**src/rtl/pdm_cic_decim.sv**
```systemverilog
// ----------------------------------------------------------------------------
// pdm_cic_decim
//
// PDM microphone front end plus the first decimation stage of the acoustic
// capture chain. Generates the microphone bit clock, resynchronises the 1-bit
// PDM stream, and runs a 4th-order CIC decimator (R = 16, M = 1) with
// pipelined integrators. Produces signed Q0.17 samples with a one-cycle valid
// strobe for the following half-band stage.
//
// Ports:
//   clk      in   1   system clock (single domain)
//   rst      in   1   asynchronous, active-low reset
//   pdm_in   in   1   raw microphone data, asynchronous to clk
//   pdm_clk  out  1   microphone bit clock, registered, 50 % duty
//   y_out    out  17  signed Q0.17 decimated sample, holds between strobes
//   y_valid  out  1   one-cycle pulse marking a new y_out
//
// Parameters:
//   CLK_DIV  system clocks per pdm_clk period (even, >= 8)
//   CH       0: sample just before pdm_clk falls; 1: just before it rises
//
// Handshake: y_valid is a pure strobe with no back-pressure; the consumer
// must take y_out on every cycle y_valid is high.
// ----------------------------------------------------------------------------
module pdm_cic_decim #(
    parameter int CLK_DIV = 32,
    parameter int CH      = 0
) (
    input  logic        clk,
    input  logic        rst,
    input  logic        pdm_in,
    output logic        pdm_clk,
    output logic [16:0] y_out,
    output logic        y_valid
);

    localparam int DECIM = 16;
    localparam int ORDER = 4;
    localparam int W     = 18;

    localparam int CW = $clog2(CLK_DIV);
    localparam int DW = $clog2(DECIM);

    localparam logic [CW-1:0] CNT_LAST = CW'(CLK_DIV - 1);
    localparam logic [CW-1:0] CNT_HALF = CW'(CLK_DIV / 2);
    // Channel slot: CH=0 samples at the end of the high phase, CH=1 at the
    // end of the low phase.
    localparam logic [CW-1:0] TICK_AT  = (CH == 1) ? CW'(CLK_DIV / 2 - 1)
                                                   : CW'(CLK_DIV - 1);
    localparam logic [DW-1:0] DCNT_LAST = DW'(DECIM - 1);

    // Only reachable with a full-scale positive input (+1 * R^N = 65536),
    // which does not fit Q0.17 and is clipped by one LSB.
    localparam logic [W-1:0]  POS_FS   = 18'h10000;

    // ------------------------------------------------------------------
    // State
    // ------------------------------------------------------------------
    logic [CW-1:0] cnt_q,  cnt_d;
    logic          pdm_clk_q, pdm_clk_d;
    logic [1:0]    sync_q, sync_d;
    logic [DW-1:0] dcnt_q, dcnt_d;
    logic [W-1:0]  integ_q [ORDER];
    logic [W-1:0]  integ_d [ORDER];
    logic [W-1:0]  s0_q, s0_d;
    logic [W-1:0]  comb_q  [ORDER];
    logic [W-1:0]  comb_d  [ORDER];
    logic [W-1:0]  dly_q   [ORDER];
    logic [W-1:0]  dly_d   [ORDER];
    logic [ORDER:0] vld_q, vld_d;
    logic [16:0]   y_q, y_d;
    logic          y_valid_q, y_valid_d;

    // ------------------------------------------------------------------
    // Combinational helpers
    // ------------------------------------------------------------------
    logic          tick;
    logic          capture;
    logic [W-1:0]  x;
    logic [W-1:0]  comb_in [ORDER];

    assign tick    = (cnt_q == TICK_AT);
    assign capture = tick && (dcnt_q == DCNT_LAST);
    // PDM bit mapped to +1 / -1 in two's complement.
    assign x       = sync_q[1] ? {{(W-1){1'b0}}, 1'b1} : {W{1'b1}};

    always_comb begin
        // Divider and bit clock; pdm_clk is registered from the current
        // count so it changes exactly at the half-period boundaries.
        cnt_d = cnt_q + CW'(1);
        if (cnt_q == CNT_LAST) begin
            cnt_d = '0;
        end
        pdm_clk_d = (cnt_q >= CNT_HALF);

        sync_d = {sync_q[0], pdm_in};

        // Integrators: every stage reads the pre-tick value of its
        // predecessor, so the chain is fully pipelined. Sums wrap mod 2^W.
        integ_d = integ_q;
        dcnt_d  = dcnt_q;
        s0_d    = s0_q;
        if (tick) begin
            integ_d[0] = integ_q[0] + x;
            for (int k = 1; k < ORDER; k++) begin
                integ_d[k] = integ_q[k] + integ_q[k-1];
            end
            dcnt_d = dcnt_q + DW'(1);
            if (dcnt_q == DCNT_LAST) begin
                s0_d = integ_q[ORDER-1];
            end
        end

        // Comb stage j advances only when its input carries a fresh sample,
        // which the vld_q shift register tracks one stage per clock.
        vld_d = {vld_q[ORDER-1:0], capture};

        comb_in[0] = s0_q;
        for (int j = 1; j < ORDER; j++) begin
            comb_in[j] = comb_q[j-1];
        end

        comb_d = comb_q;
        dly_d  = dly_q;
        for (int j = 0; j < ORDER; j++) begin
            if (vld_q[j]) begin
                comb_d[j] = comb_in[j] - dly_q[j];
                dly_d[j]  = comb_in[j];
            end
        end

        y_d       = y_q;
        y_valid_d = vld_q[ORDER];
        if (vld_q[ORDER]) begin
            if (comb_q[ORDER-1] == POS_FS) begin
                y_d = 17'h0FFFF;
            end else begin
                y_d = comb_q[ORDER-1][16:0];
            end
        end
    end

    // ------------------------------------------------------------------
    // Registers
    // ------------------------------------------------------------------
    always_ff @(posedge clk or negedge rst) begin
        if (!rst) begin
            cnt_q     <= '0;
            pdm_clk_q <= 1'b0;
            sync_q    <= '0;
            dcnt_q    <= '0;
            s0_q      <= '0;
            vld_q     <= '0;
            y_q       <= '0;
            y_valid_q <= 1'b0;
            for (int k = 0; k < ORDER; k++) begin
                integ_q[k] <= '0;
                comb_q[k]  <= '0;
                dly_q[k]   <= '0;
            end
        end else begin
            cnt_q     <= cnt_d;
            pdm_clk_q <= pdm_clk_d;
            sync_q    <= sync_d;
            dcnt_q    <= dcnt_d;
            s0_q      <= s0_d;
            vld_q     <= vld_d;
            y_q       <= y_d;
            y_valid_q <= y_valid_d;
            for (int k = 0; k < ORDER; k++) begin
                integ_q[k] <= integ_d[k];
                comb_q[k]  <= comb_d[k];
                dly_q[k]   <= dly_d[k];
            end
        end
    end

    assign pdm_clk = pdm_clk_q;
    assign y_out   = y_q;
    assign y_valid = y_valid_q;

endmodule

```
**config.mk**
```make
export PLATFORM = sky130hd
export DESIGN_NAME = pdm_cic_decim
export DESIGN_NICKNAME = d
export VERILOG_FILES = /design/src/rtl/pdm_cic_decim.sv
export SDC_FILE = /design/constraint.sdc
export NUM_CORES = 1
export LEC_CHECK = 0
export ABC_AREA = 1
export CAP_MARGIN = 20
export CORE_MARGIN = 8
export CORE_UTILIZATION = 35
export DETAILED_ROUTE_END_ITERATION = 12
export SLEW_MARGIN = 40
export SYNTH_ARGS = -nofsm -noshare
export SYNTH_HDL_FRONTEND = slang
export SYNTH_SLANG_ARGS = --single-unit
export TNS_END_PERCENT = 30
```
**constraint.sdc**
```tcl
create_clock -name clk -period 2.2 [get_ports clk]
set_input_delay 0.22 -clock clk [delete_from_list [all_inputs] [get_ports clk]]
set_output_delay 0.22 -clock clk [all_outputs]
set_load 0.01 [all_outputs]
```
### Word level (Yosys, flattened, before mapping)

Cells that the tools add are included.

* memories kept: 0
* memory bits (writable): 0
* input bits: 3
* flip-flop bits (word level): 269
* logic and storage cells: 39
* memory bits (read-only): 0
* bits in latches: 0

* mux-type cells: 3
* magnitude comparators: 1
* divide/modulo/power cells: 0
* shift-type cells: 0
* $add $sub $neg: 10
* equality and inequality tests: 3
* multiply operators: 0
* bitwise operators: 0
* reduce and logical (&&, ||, !) cells: 2

Operators by type and width (number)
* adder 18 bit: 4
* subtractor 18 bit: 4
* equality test 18 x 17 -> 1 bit (second input constant): 1
* two-way mux 18 bit: 1
* two-way mux 17 bit: 1
* adder 5 x 1 -> 5 bit (second input constant): 1
* equality test 5 bit (second input constant): 1
* >= comparator 5 bit (second input constant): 1
* two-way mux 5 bit: 1
* adder 4 x 1 -> 4 bit (second input constant): 1
* equality test 4 bit (second input constant): 1
* AND reduction 2 bit: 1
* logical AND 1 bit: 1

### Logic depth before layout (Yosys ltp)

Gate-level depths: netlist of run 1.

* depth in word-level cells: 2
* depth in mapped cells: 13
* mapped depth without buffers: 13

### Worst setup path before layout of run 1

No wires, ideal clock.

* kind: reg-to-reg
* start: register sync_q[1]
* end: register integ_q[68] (netlist name)
* cell stages (with the launch flop): 11
* path slack: 0.288 ns
* path buffers: 0
* arrival: 1.794 ns
* setup time: 0.118 ns
* path through: dfrtp_1 -> inv_1 -> ha_1 -> nand2_1 -> inv_1 -> a21oi_1 -> nor2_1 -> nor2_1 -> nand3b_1 -> nand3_1 -> nand2_1

* word-level cells in the longest chain between the ends: 2

RTL lines
* from (decl): line 61 `logic [1:0] sync_q, sync_d;`
* from (signal assigned): line 164 `sync_q <= sync_d;`
* two-way mux 18 bit: line 85 `assign x = sync_q[1] ? {{(W-1){1'b0}}, 1'b1} : {W{1'b1}};`
* adder 18 bit: line 104 `integ_d[0] = integ_q[0] + x;`
* to (signal, indexed assignment): line 171 `integ_q[k] <= integ_d[k];`
* to (decl): line 63 `logic [W-1:0] integ_q [ORDER];`

Every way passes these cells.
A chain may end at the register's enable or synchronous reset.

### Worst setup path after layout of run 1

* start: register integ_q[18] (netlist name)
* end: register integ_q[34] (netlist name)

* word-level cells in the longest chain between the ends: 1

RTL lines
* adder 18 bit: line 106 `integ_d[k] = integ_q[k] + integ_q[k-1];`

Every way passes these cells.

==> results.sh, run 1 <==
export IMPL_clk_pin_slew_ns=0.06
export IMPL_path_class="reg2reg"
export IMPL_core_um2=50100
export IMPL_globalplace_congestion=0.832
export IMPL_tns_ns=0
export IMPL_end_kind="flop"
export IMPL_num_nets_final=2681
export IMPL_max_vdd_ir_drop_v=0.000464
export IMPL_mostFrequentLayoutCells="nand2_1, inv_1, dfrtp_1"
export IMPL_arrival_ns=2.43
export IMPL_cp_required_ns=2.62
export IMPL_cts_sinks=269
export IMPL_yosysSeqAreaShare=0.379
export IMPL_final_core_util=0.400
export IMPL_period_minus_slack_ns=2.01
export IMPL_track_usage=0.145
export IMPL_drt_iter0_markers=907
export IMPL_ioPinCount=22
export IMPL_synth_nets=2648
export IMPL_grt_pass1_vias=14800
export IMPL_synth_seq_cells=269
export IMPL_hp_class="in2reg"
export IMPL_firstDrtPassIters=7
export IMPL_crit_chain="ha_2 > inv_1 > fa_1 > inv_1 > nand2_1 > o21ai_2 > nand2_1 > nand2_2 > nand2_1 > nand2_1 > nand2_1 > nand3_1 > nand2_1"
export IMPL_via_per_inst=4.72
export IMPL_drc_errors=0
export IMPL_p_leak_nw=10.7
export IMPL_dieWidth_um=241
export IMPL_grt_pass1_wl_um=71100
export IMPL_cts_buffers=35
export IMPL_tightest_slew_ns=0.732
export IMPL_syn_inst=2498
export IMPL_critical_path_max_stage_delay_ns=0.39
export IMPL_status="completed"
export IMPL_yosys_warnings=0
export IMPL_diodes=0
export IMPL_fmax_ghz=0.498
export IMPL_maxCapViolCount=0
export IMPL_worstSkewPairLatency_ns=0.54
export IMPL_path_buf_inv=2
export IMPL_path_max_fanout=3
export IMPL_fin_skew_ns=0.0149
export IMPL_cts_max_level=2
export IMPL_fill_cells=5252
export IMPL_grt_max_degree=68
export IMPL_die_y_um=241
export IMPL_wl_um=41200
export IMPL_ys_types=32
export IMPL_finalSetupViolations=0
export IMPL_cpMostUsedCell="nand2_1"
export IMPL_critPathSlowestCell="dfrtp_1"
export IMPL_io_buffers=21
export IMPL_timing_slew_headroom=0.509
export IMPL_final_seq_area_um2=6730
export IMPL_drive_above_1_share=0.0443
export IMPL_syn_area_per_cell_um2=7.10
export IMPL_final_common_cell="nand2_1"
export IMPL_overflow=0
export IMPL_cts_buffer_depth=3
export IMPL_root_buffer="clkbuf_16"
export IMPL_postRouteAntennaNets=0
export IMPL_power_density_nw_per_um2=551
export IMPL_power_mw=11.0
export IMPL_finalCritPeriodShare=0.913
export IMPL_die_area_um2=58200
export IMPL_multi_input_area_um2=9670
export IMPL_hold_violations=0
export IMPL_areaGrowthSynthToFinish_pct=12.7
export IMPL_dp_hpwl_um=30800
export IMPL_vias=15200
export IMPL_cts_tree="done"
export IMPL_wl_per_cell_um=12.8
export IMPL_drv_slew=0
export IMPL_crit_path_start_kind="flop"
export IMPL_synth_area_um2=17700
export IMPL_crit_family="simple AND/OR/NAND/NOR gates"
export IMPL_antenna_found_initial=0
export IMPL_num_rows=82
export IMPL_start_util=0.354
[worst reg2reg max path, cell delays in order (launching register included)]
cell and delay, ns:
dfrtp_1 0.39, ha_2 0.21, inv_1 0.05, fa_1 0.37
inv_1 0.09, nand2_1 0.08, o21ai_2 0.19, nand2_1 0.12
nand2_2 0.11, nand2_1 0.07, nand2_1 0.06, nand2_1 0.04
nand3_1 0.06, nand2_1 0.05
[per-layer routing]
layer / vias to the layer above / GRT usage / wire (um)
li1: 8035 / - / -
met1: 6944 / 0.197 / 20400
met2: 194 / 0.241 / 18600
met3: 64 / 0.0182 / 1190
met4: 0 / 0.0440 / 968
met5: - / 0 / 0
[registers in the layout (all words and copies together) (netlist names)]
signal and count:
comb_q 18, vld_q 5, y_out 17, comb_in 54
dcnt_q 4, pdm_clk 1, s0_q 18, sync_q 2
y_valid 1, dly_q 72, cnt_q 5, integ_q 72
[area by class of cell]
class	instances	share of cell area
multi-input combinational	1871	0.483
inverter	306	0.0574
timing repair buffer	48	0.0254
clock inverter	12	0.00638
clock buffer	47	0.0490
tap	672	0.0420
sequential	269	0.336
[per-stage QoR]
| stage | cells | hold WS [ns] | worst slack [ns] | instance area, um2 |
|---|---|---|---|---|
| after detailed placement | 3164 | 0.251 | 0.148 | 18900 |
| after global routing | 3225 | 0.134 | -0.0199 | 20000 |
| after global placement | 3164 | 0.247 | 0.213 | 18900 |
| after floorplan | 2498 | -0.0756 | 0.288 | 17700 |
| final | 3225 | 0.149 | 0.192 | 20000 |
| after CTS | 3224 | 0.118 | 0.134 | 20000 |
[cells by family after synthesis]
family / count (synthesis) / share of synthesized area
flops: 269 / 0.379
buf+inv: 358 / 0.0770
fa+ha+maj: 147 / 0.107
compound gates: 317 / 0.0950
simple gates: 1352 / 0.314
xor+xnor: 55 / 0.0271
[cell usage after synthesis]
library cell  number  share of area
nand4_4            1         0.0012
dfrtp_1          269           0.38
a21oi_2            9         0.0044
a31oi_4            1         0.0012
clkinv_1           4        0.00085
o21ai_1            7         0.0020
and2_1            15         0.0053
o22ai_1            6         0.0021
o21ai_2            7         0.0035
nor4_4             1         0.0012
nand3_1          154          0.043
nand2_1          917           0.19
nand3_2            6         0.0034
ha_1             139          0.098
a21oi_1          100          0.028
nor2_1           189          0.040
fa_1               8         0.0090
xnor2_1           40          0.020
nor3_1            19         0.0054
inv_2              1        0.00021
buf_1             10         0.0021
buf_6              1        0.00063
inv_1            301          0.064
buf_4              1        0.00042
nor3_2             1        0.00056
a31oi_1           12         0.0042
xor2_1            15         0.0074
nand4_1            9         0.0032
nand3b_1          40          0.017
buf_2              9         0.0025
o21ai_0          175          0.049
clkbuf_1          31         0.0066
[repair_timing]
item	CTS	global route
setup endpoints to repair	0	6
hold buffers	1	0
endpoints found under the hold margin	57	0
setup buffers	0	1
gates resized for setup	0	6
[path summary, 6_finish.rpt]
check	startpoint	to	slack, ns	depth (start not counted)
max	integ_q[18]	integ_q[34]	0.19	13
min	pdm_in	sync_q[0]	0.15	1
max reg2reg	integ_q[18]	integ_q[34]	0.19	13
min reg2reg	sync_q[0]	sync_q[1]	0.35	0
max in group asynchronous	rst	dly_q[45]	1.25	3
min in group asynchronous	rst	dly_q[58]	0.25	2
[power breakdown]
part	total (mW)	switching, mW	leakage, nW	internal (mW)
Sequential	4.99	0.0183	3.69	4.97
Combinational	0.481	0.322	6.50	0.159
Clock	5.56	2.20	0.547	3.36
Total	11.0	2.54	10.7	8.49
Power figures use the tool's default switching activity.
==> run 2, diff against run 1 <==
--- a/config.mk
+++ b/config.mk
@@ -8,8 +8,9 @@
 export ABC_AREA = 1
 export CAP_MARGIN = 20
 export CORE_MARGIN = 8
-export CORE_UTILIZATION = 35
+export CORE_UTILIZATION = 55
 export DETAILED_ROUTE_END_ITERATION = 12
+export PLACE_DENSITY = 0.71
 export SLEW_MARGIN = 40
 export SYNTH_ARGS = -nofsm -noshare
 export SYNTH_HDL_FRONTEND = slang
==> run 2 against run 1 <==
Net effect: cell count decreased by 8.6%; utilization increased by 22 points; non-clock buffer count decreased by 6; register-to-register slack worse by 0.07 ns; highest routed layer unchanged.
==> results.sh, run 2 (synthesized netlist as in run 1, its figures left out) <==
export IMPL_status="completed"
export IMPL_overflow=0
export IMPL_cpMostUsedCell="nand2_1"
export IMPL_rsz0062_at_grt="yes"
export IMPL_fmax_ghz=0.482
export IMPL_die_area_um2=38300
export IMPL_dieWidth_um=196
export IMPL_antenna_found_initial=0
export IMPL_max_vdd_ir_drop_v=0.000503
export IMPL_final_common_cell="nand2_1"
export IMPL_clk_pin_slew_ns=0.06
export IMPL_path_max_fanout=4
export IMPL_drive_above_1_share=0.0420
export IMPL_path_class="reg2reg"
export IMPL_track_usage=0.209
export IMPL_start_util=0.561
export IMPL_num_nets_final=2671
export IMPL_via_per_inst=5.16
export IMPL_power_density_nw_per_um2=570
export IMPL_mostFrequentLayoutCells="nand2_1, inv_1, dfrtp_1"
export IMPL_cts_buffer_depth=3
export IMPL_globalplace_congestion=0.901
export IMPL_final_design_area_no_fill_um2=19700
export IMPL_firstDrtPassIters=5
export IMPL_vias=15200
export IMPL_die_y_um=196
export IMPL_cts_max_level=1
export IMPL_cp_required_ns=2.64
export IMPL_core_um2=31600
export IMPL_path_buf_inv=2
export IMPL_wl_um=39400
export IMPL_drc_errors=0
export IMPL_cts_tree="done"
export IMPL_finalCritPeriodShare=0.942
export IMPL_drt_iter0_markers=914
export IMPL_wl_per_cell_um=13.4
export IMPL_crit_cells=13
export IMPL_critPathSlowestCell="fa_1"
export IMPL_hp_class="in2reg"
export IMPL_root_buffer="clkbuf_16"
export IMPL_finalSetupViolations=0
export IMPL_ioPinCount=22
export IMPL_postRouteAntennaNets=0
export IMPL_end_kind="flop"
export IMPL_hold_ws_ns=0.104
export IMPL_cts_buffers=31
export IMPL_worstSkewPairLatency_ns=0.56
export IMPL_tightest_slew_ns=0.701
export IMPL_reg2reg_depth=13
export IMPL_min_path_cells=1
export IMPL_p_leak_nw=10.7
export IMPL_arrival_ns=2.51
export IMPL_worst_slack_ns=0.127
export IMPL_grt_pass1_vias=14700
export IMPL_num_rows=65
export IMPL_drv_slew=0
export IMPL_fill_cells=2885
export IMPL_crit_family="simple AND/OR/NAND/NOR gates"
export IMPL_grt_max_degree=65
export IMPL_pre_cts_ws_ns=0.178
export IMPL_areaGrowthSynthToFinish_pct=10.8
export IMPL_crit_path_start_kind="flop"
export IMPL_fin_skew_ns=0.0164
export IMPL_maxCapViolCount=0
export IMPL_critical_path_max_stage_delay_ns=0.40
export IMPL_grt_pass1_wl_um=69100
export IMPL_dp_hpwl_um=29400
export IMPL_placed_cell_area_um2=18500
export IMPL_timing_slew_headroom=0.530
export IMPL_io_buffers=21
export IMPL_diodes=0
export IMPL_hold_violations=0
export IMPL_crit_chain="ha_1 > inv_1 > fa_1 > inv_1 > nand2_1 > o21ai_2 > nand2_1 > nand2_1 > nand2_1 > nand2_1 > nand2_1 > nand3_1 > nand2_1"
export IMPL_cts_sinks=269
export IMPL_period_minus_slack_ns=2.07
## run 2: routing by layer
layer  track usage  share of wire
met1         0.289           0.48
met5             0              0
met4        0.0488          0.021
met2         0.350           0.46
met3        0.0230          0.036
## run 2: final cells by class
cell class	count	area (um2)	share of cell area
Sequential cell	269	6730	0.342
Tap cell	402	503	0.0256
Clock buffer	36	825	0.0419
Timing Repair Buffer	42	475	0.0242
Multi-Input combinational cell	1871	9650	0.491
Clock inverter	21	323	0.0164
Inverter	306	1150	0.0586
## run 2: power breakdown
part           internal (mW)  leakage, nW  switching, mW
Clock                   3.61        0.556           2.14
Combinational          0.156         6.46          0.317
Sequential              4.97         3.69         0.0188
## run 2: worst register-to-register path: stages, from the launching register on
cell and delay [ns]:
dfrtp_1 0.38, ha_1 0.20, inv_1 0.06, fa_1 0.40
inv_1 0.09, nand2_1 0.07, o21ai_2 0.21, nand2_1 0.08
nand2_1 0.13, nand2_1 0.09, nand2_1 0.06, nand2_1 0.05
nand3_1 0.08, nand2_1 0.05
## run 2: timing repair
| item | CTS | global route |
|---|---|---|
| resized for setup | 0 | 3 |
| setup buffers | 0 | 0 |
| hold buffers | 1 | 0 |
| setup endpoints to repair | 0 | 5 |
| endpoints found under the hold margin | 269 | 0 |
## run 2: worst paths after layout
check	start	endpoint	slack, ns
max	integ_q[18]	integ_q[12]	0.13
min	pdm_in	sync_q[0]	0.10
max reg2reg	integ_q[18]	integ_q[12]	0.13
min reg2reg	sync_q[0]	sync_q[1]	0.36
max in group asynchronous	rst	integ_q[10]	1.39
min in group asynchronous	rst	dly_q[40]	0.15
## run 2: stage by stage
stage | total power, mW | setup TNS [ns] | std cells | utilization
after floorplan | 5.34 | 0 | 2498 | -
after global placement | 5.54 | 0 | 2889 | 0.585
after detailed placement | 5.55 | 0 | 2889 | 0.585
after CTS | 11.3 | 0 | 2947 | 0.621
after global routing | 11.6 | -0.00762 | 2947 | 0.622
final | 11.2 | 0 | 2947 | 0.622
==> run 3, diff against run 2 <==
--- a/config.mk
+++ b/config.mk
@@ -7,6 +7,7 @@
 export LEC_CHECK = 0
 export ABC_AREA = 1
 export CAP_MARGIN = 20
+export CORE_ASPECT_RATIO = 1.2
 export CORE_MARGIN = 8
 export CORE_UTILIZATION = 55
 export DETAILED_ROUTE_END_ITERATION = 12
==> run 3 against run 2 <==
Net effect: clock-buffer cell count up 7; worst hold slack improved by 0.0040 ns; wire length increased by 2.0%; flip-flop and latch count unchanged; clock power down 14%; sequential power hardly changed; setup slack improved by 0.059 ns; highest routed layer unchanged; cell count grew 0.17%; critical path depth shrank 3; largest power group is now registers; critical endpoint is now integ_q[69]; register-to-register slack better by 0.06 ns; global-route usage is 0.26 points higher.
==> results.sh, run 3 (synthesized netlist as in run 1, its figures left out) <==
export IMPL_reg2reg_depth=10
export IMPL_rsz0062_at_grt="no"
export IMPL_maxCapViolCount=0
export IMPL_grt_pass1_wl_um=69500
export IMPL_die_y_um=213
export IMPL_drv_slew=0
export IMPL_min_path_cells=1
export IMPL_cts_tree="done"
export IMPL_postRouteAntennaNets=0
export IMPL_final_seq_area_um2=6730
export IMPL_worstSkewPairLatency_ns=0.57
export IMPL_final_common_cell="nand2_1"
export IMPL_mostFrequentLayoutCells="nand2_1, inv_1, dfrtp_1"
export IMPL_dieWidth_um=180
export IMPL_hp_class="in2reg"
export IMPL_hp_start="pdm_in"
export IMPL_vias=15300
export IMPL_diodes=0
export IMPL_num_nets_final=2672
export IMPL_grt_pass1_vias=14800
export IMPL_crit_path_start_kind="flop"
export IMPL_power_density_nw_per_um2=533
export IMPL_globalplace_congestion=0.912
export IMPL_cts_max_level=1
export IMPL_cts_sinks=269
export IMPL_drc_errors=0
export IMPL_drt_iter0_markers=857
export IMPL_busiest_layer="met2"
export IMPL_multi_input_area_um2=9660
export IMPL_hold_end="sync_q[0]"
export IMPL_num_rows=72
export IMPL_grtUsageMet1=0.269
export IMPL_tns_ns=0
export IMPL_fmax_ghz=0.497
export IMPL_firstDrtPassIters=7
export IMPL_cts_buffer_depth=3
export IMPL_power_mw=10.4
export IMPL_core_um2=32000
export IMPL_tightest_slew_ns=0.752
export IMPL_r2r_end="integ_q[69]"
export IMPL_grtUsageMet3=0.0221
export IMPL_hold_violations=0
export IMPL_io_buffers=21
export IMPL_path_class="reg2reg"
export IMPL_antenna_found_initial=0
export IMPL_status="completed"
export IMPL_period_minus_slack_ns=2.01
export IMPL_clk_pin_slew_ns=0.06
export IMPL_overflow=0
export IMPL_die_area_um2=38300
export IMPL_areaGrowthSynthToFinish_pct=9.89
export IMPL_dp_hpwl_um=30400
export IMPL_fin_skew_ns=0.0238
export IMPL_r2r_start="sync_q[1]"
export IMPL_grt_use_met2=0.384
export IMPL_track_usage=0.212
export IMPL_finalSetupViolations=0
export IMPL_hold_ws_ns=0.108
export IMPL_root_buffer="clkbuf_16"
export IMPL_drive_above_1_share=0.0413
export IMPL_path_max_fanout=13
export IMPL_start_util=0.555
export IMPL_fill_cells=2977
export IMPL_end_kind="flop"
export IMPL_arrival_ns=2.46
export IMPL_ioPinCount=22
export IMPL_grt_max_degree=74
export IMPL_timing_slew_headroom=0.496
export IMPL_cp_required_ns=2.64
export IMPL_final_core_util=0.610
export IMPL_cts_buffers=30
export IMPL_wl_per_cell_um=13.6
export IMPL_wl_um=40100
export IMPL_postCtsSetupRepairBufs=0
export IMPL_reg2reg_slack_ns=0.19
export IMPL_finalCritPeriodShare=0.915
export IMPL_via_per_inst=5.18
export IMPL_max_vdd_ir_drop_v=0.000525
export IMPL_p_leak_nw=10.6
## run 3: cell types whose count changed in the layout (fill, tap and decap cells not counted), moves of 2 or more
cell | before | now
clkbuf_8 | 3 | 6
clkbuf_1 | 2 | 6
buf_12 | 8 | 6
clkinv_2 | 7 | 5
bufinv_16 | 8 | 1
buf_4 | 12 | 16
## run 3: how the worst max path moves through the flow
| stage | start | endpoint | slack (ns) | cells past startpoint |
|---|---|---|---|---|
| 2_1_floorplan | sync_q[1] | integ_q[68] | 0.29 | 10 |
| 3_3_place_gp | sync_q[1] | integ_q[69] | 0.25 | 11 |
| 3_5_place_dp | integ_q[18] | integ_q[16] | 0.19 | 13 |
| 4_1_cts | integ_q[18] | integ_q[12] | 0.18 | 13 |
| 5_1_grt | sync_q[1] | integ_q[69] | 0.01 | 12 |
| 6_report | sync_q[1] | integ_q[69] | 0.19 | 10 |
## run 3: cell type report
cell class	instances	share of cell area
well taps	407	0.0261
clock inverters	12	0.00520
flip-flops and latches	269	0.345
multi-input cells	1871	0.496
inverters	306	0.0589
repair buffers	44	0.0239
clock buffers	43	0.0452
## run 3: metal layers
layer	wire length, um	vias up
met5	0	-
met4	673	0
met3	1150	46
met2	19900	201
met1	18400	7029
li1	-	8018
## run 3: through the flow
stage	cell area (um2)	worst slack [ns]	cells
after detailed placement	18500	0.192	2896
final	19500	0.187	2952
after global routing	19500	0.00980	2952
after CTS	19500	0.178	2952
after floorplan	17700	0.288	2498
after global placement	18500	0.253	2896
## run 3: critical path, stage by stage (launching register included)
cell and delay (ns):
dfrtp_1 0.37, inv_1 0.05, buf_4 0.19, buf_4 0.17, ha_1 0.36, a21oi_1 0.20, o21ai_0 0.11, a21oi_1 0.21
nand3b_1 0.11, nand3_1 0.08, nand2_1 0.05
## run 3: repair_timing
item                       4_1_cts  5_1_grt
setup endpoints to repair        0        5
resized for setup                0        5
hold endpoints to repair        65        0
hold buffers                     1        0
## run 3: where the power goes
part | leakage, nW | switching (mW) | internal, mW
sequential | 3.69 | 0.0202 | 4.97
clock | 0.471 | 2.05 | 2.89
combinational | 6.47 | 0.317 | 0.156
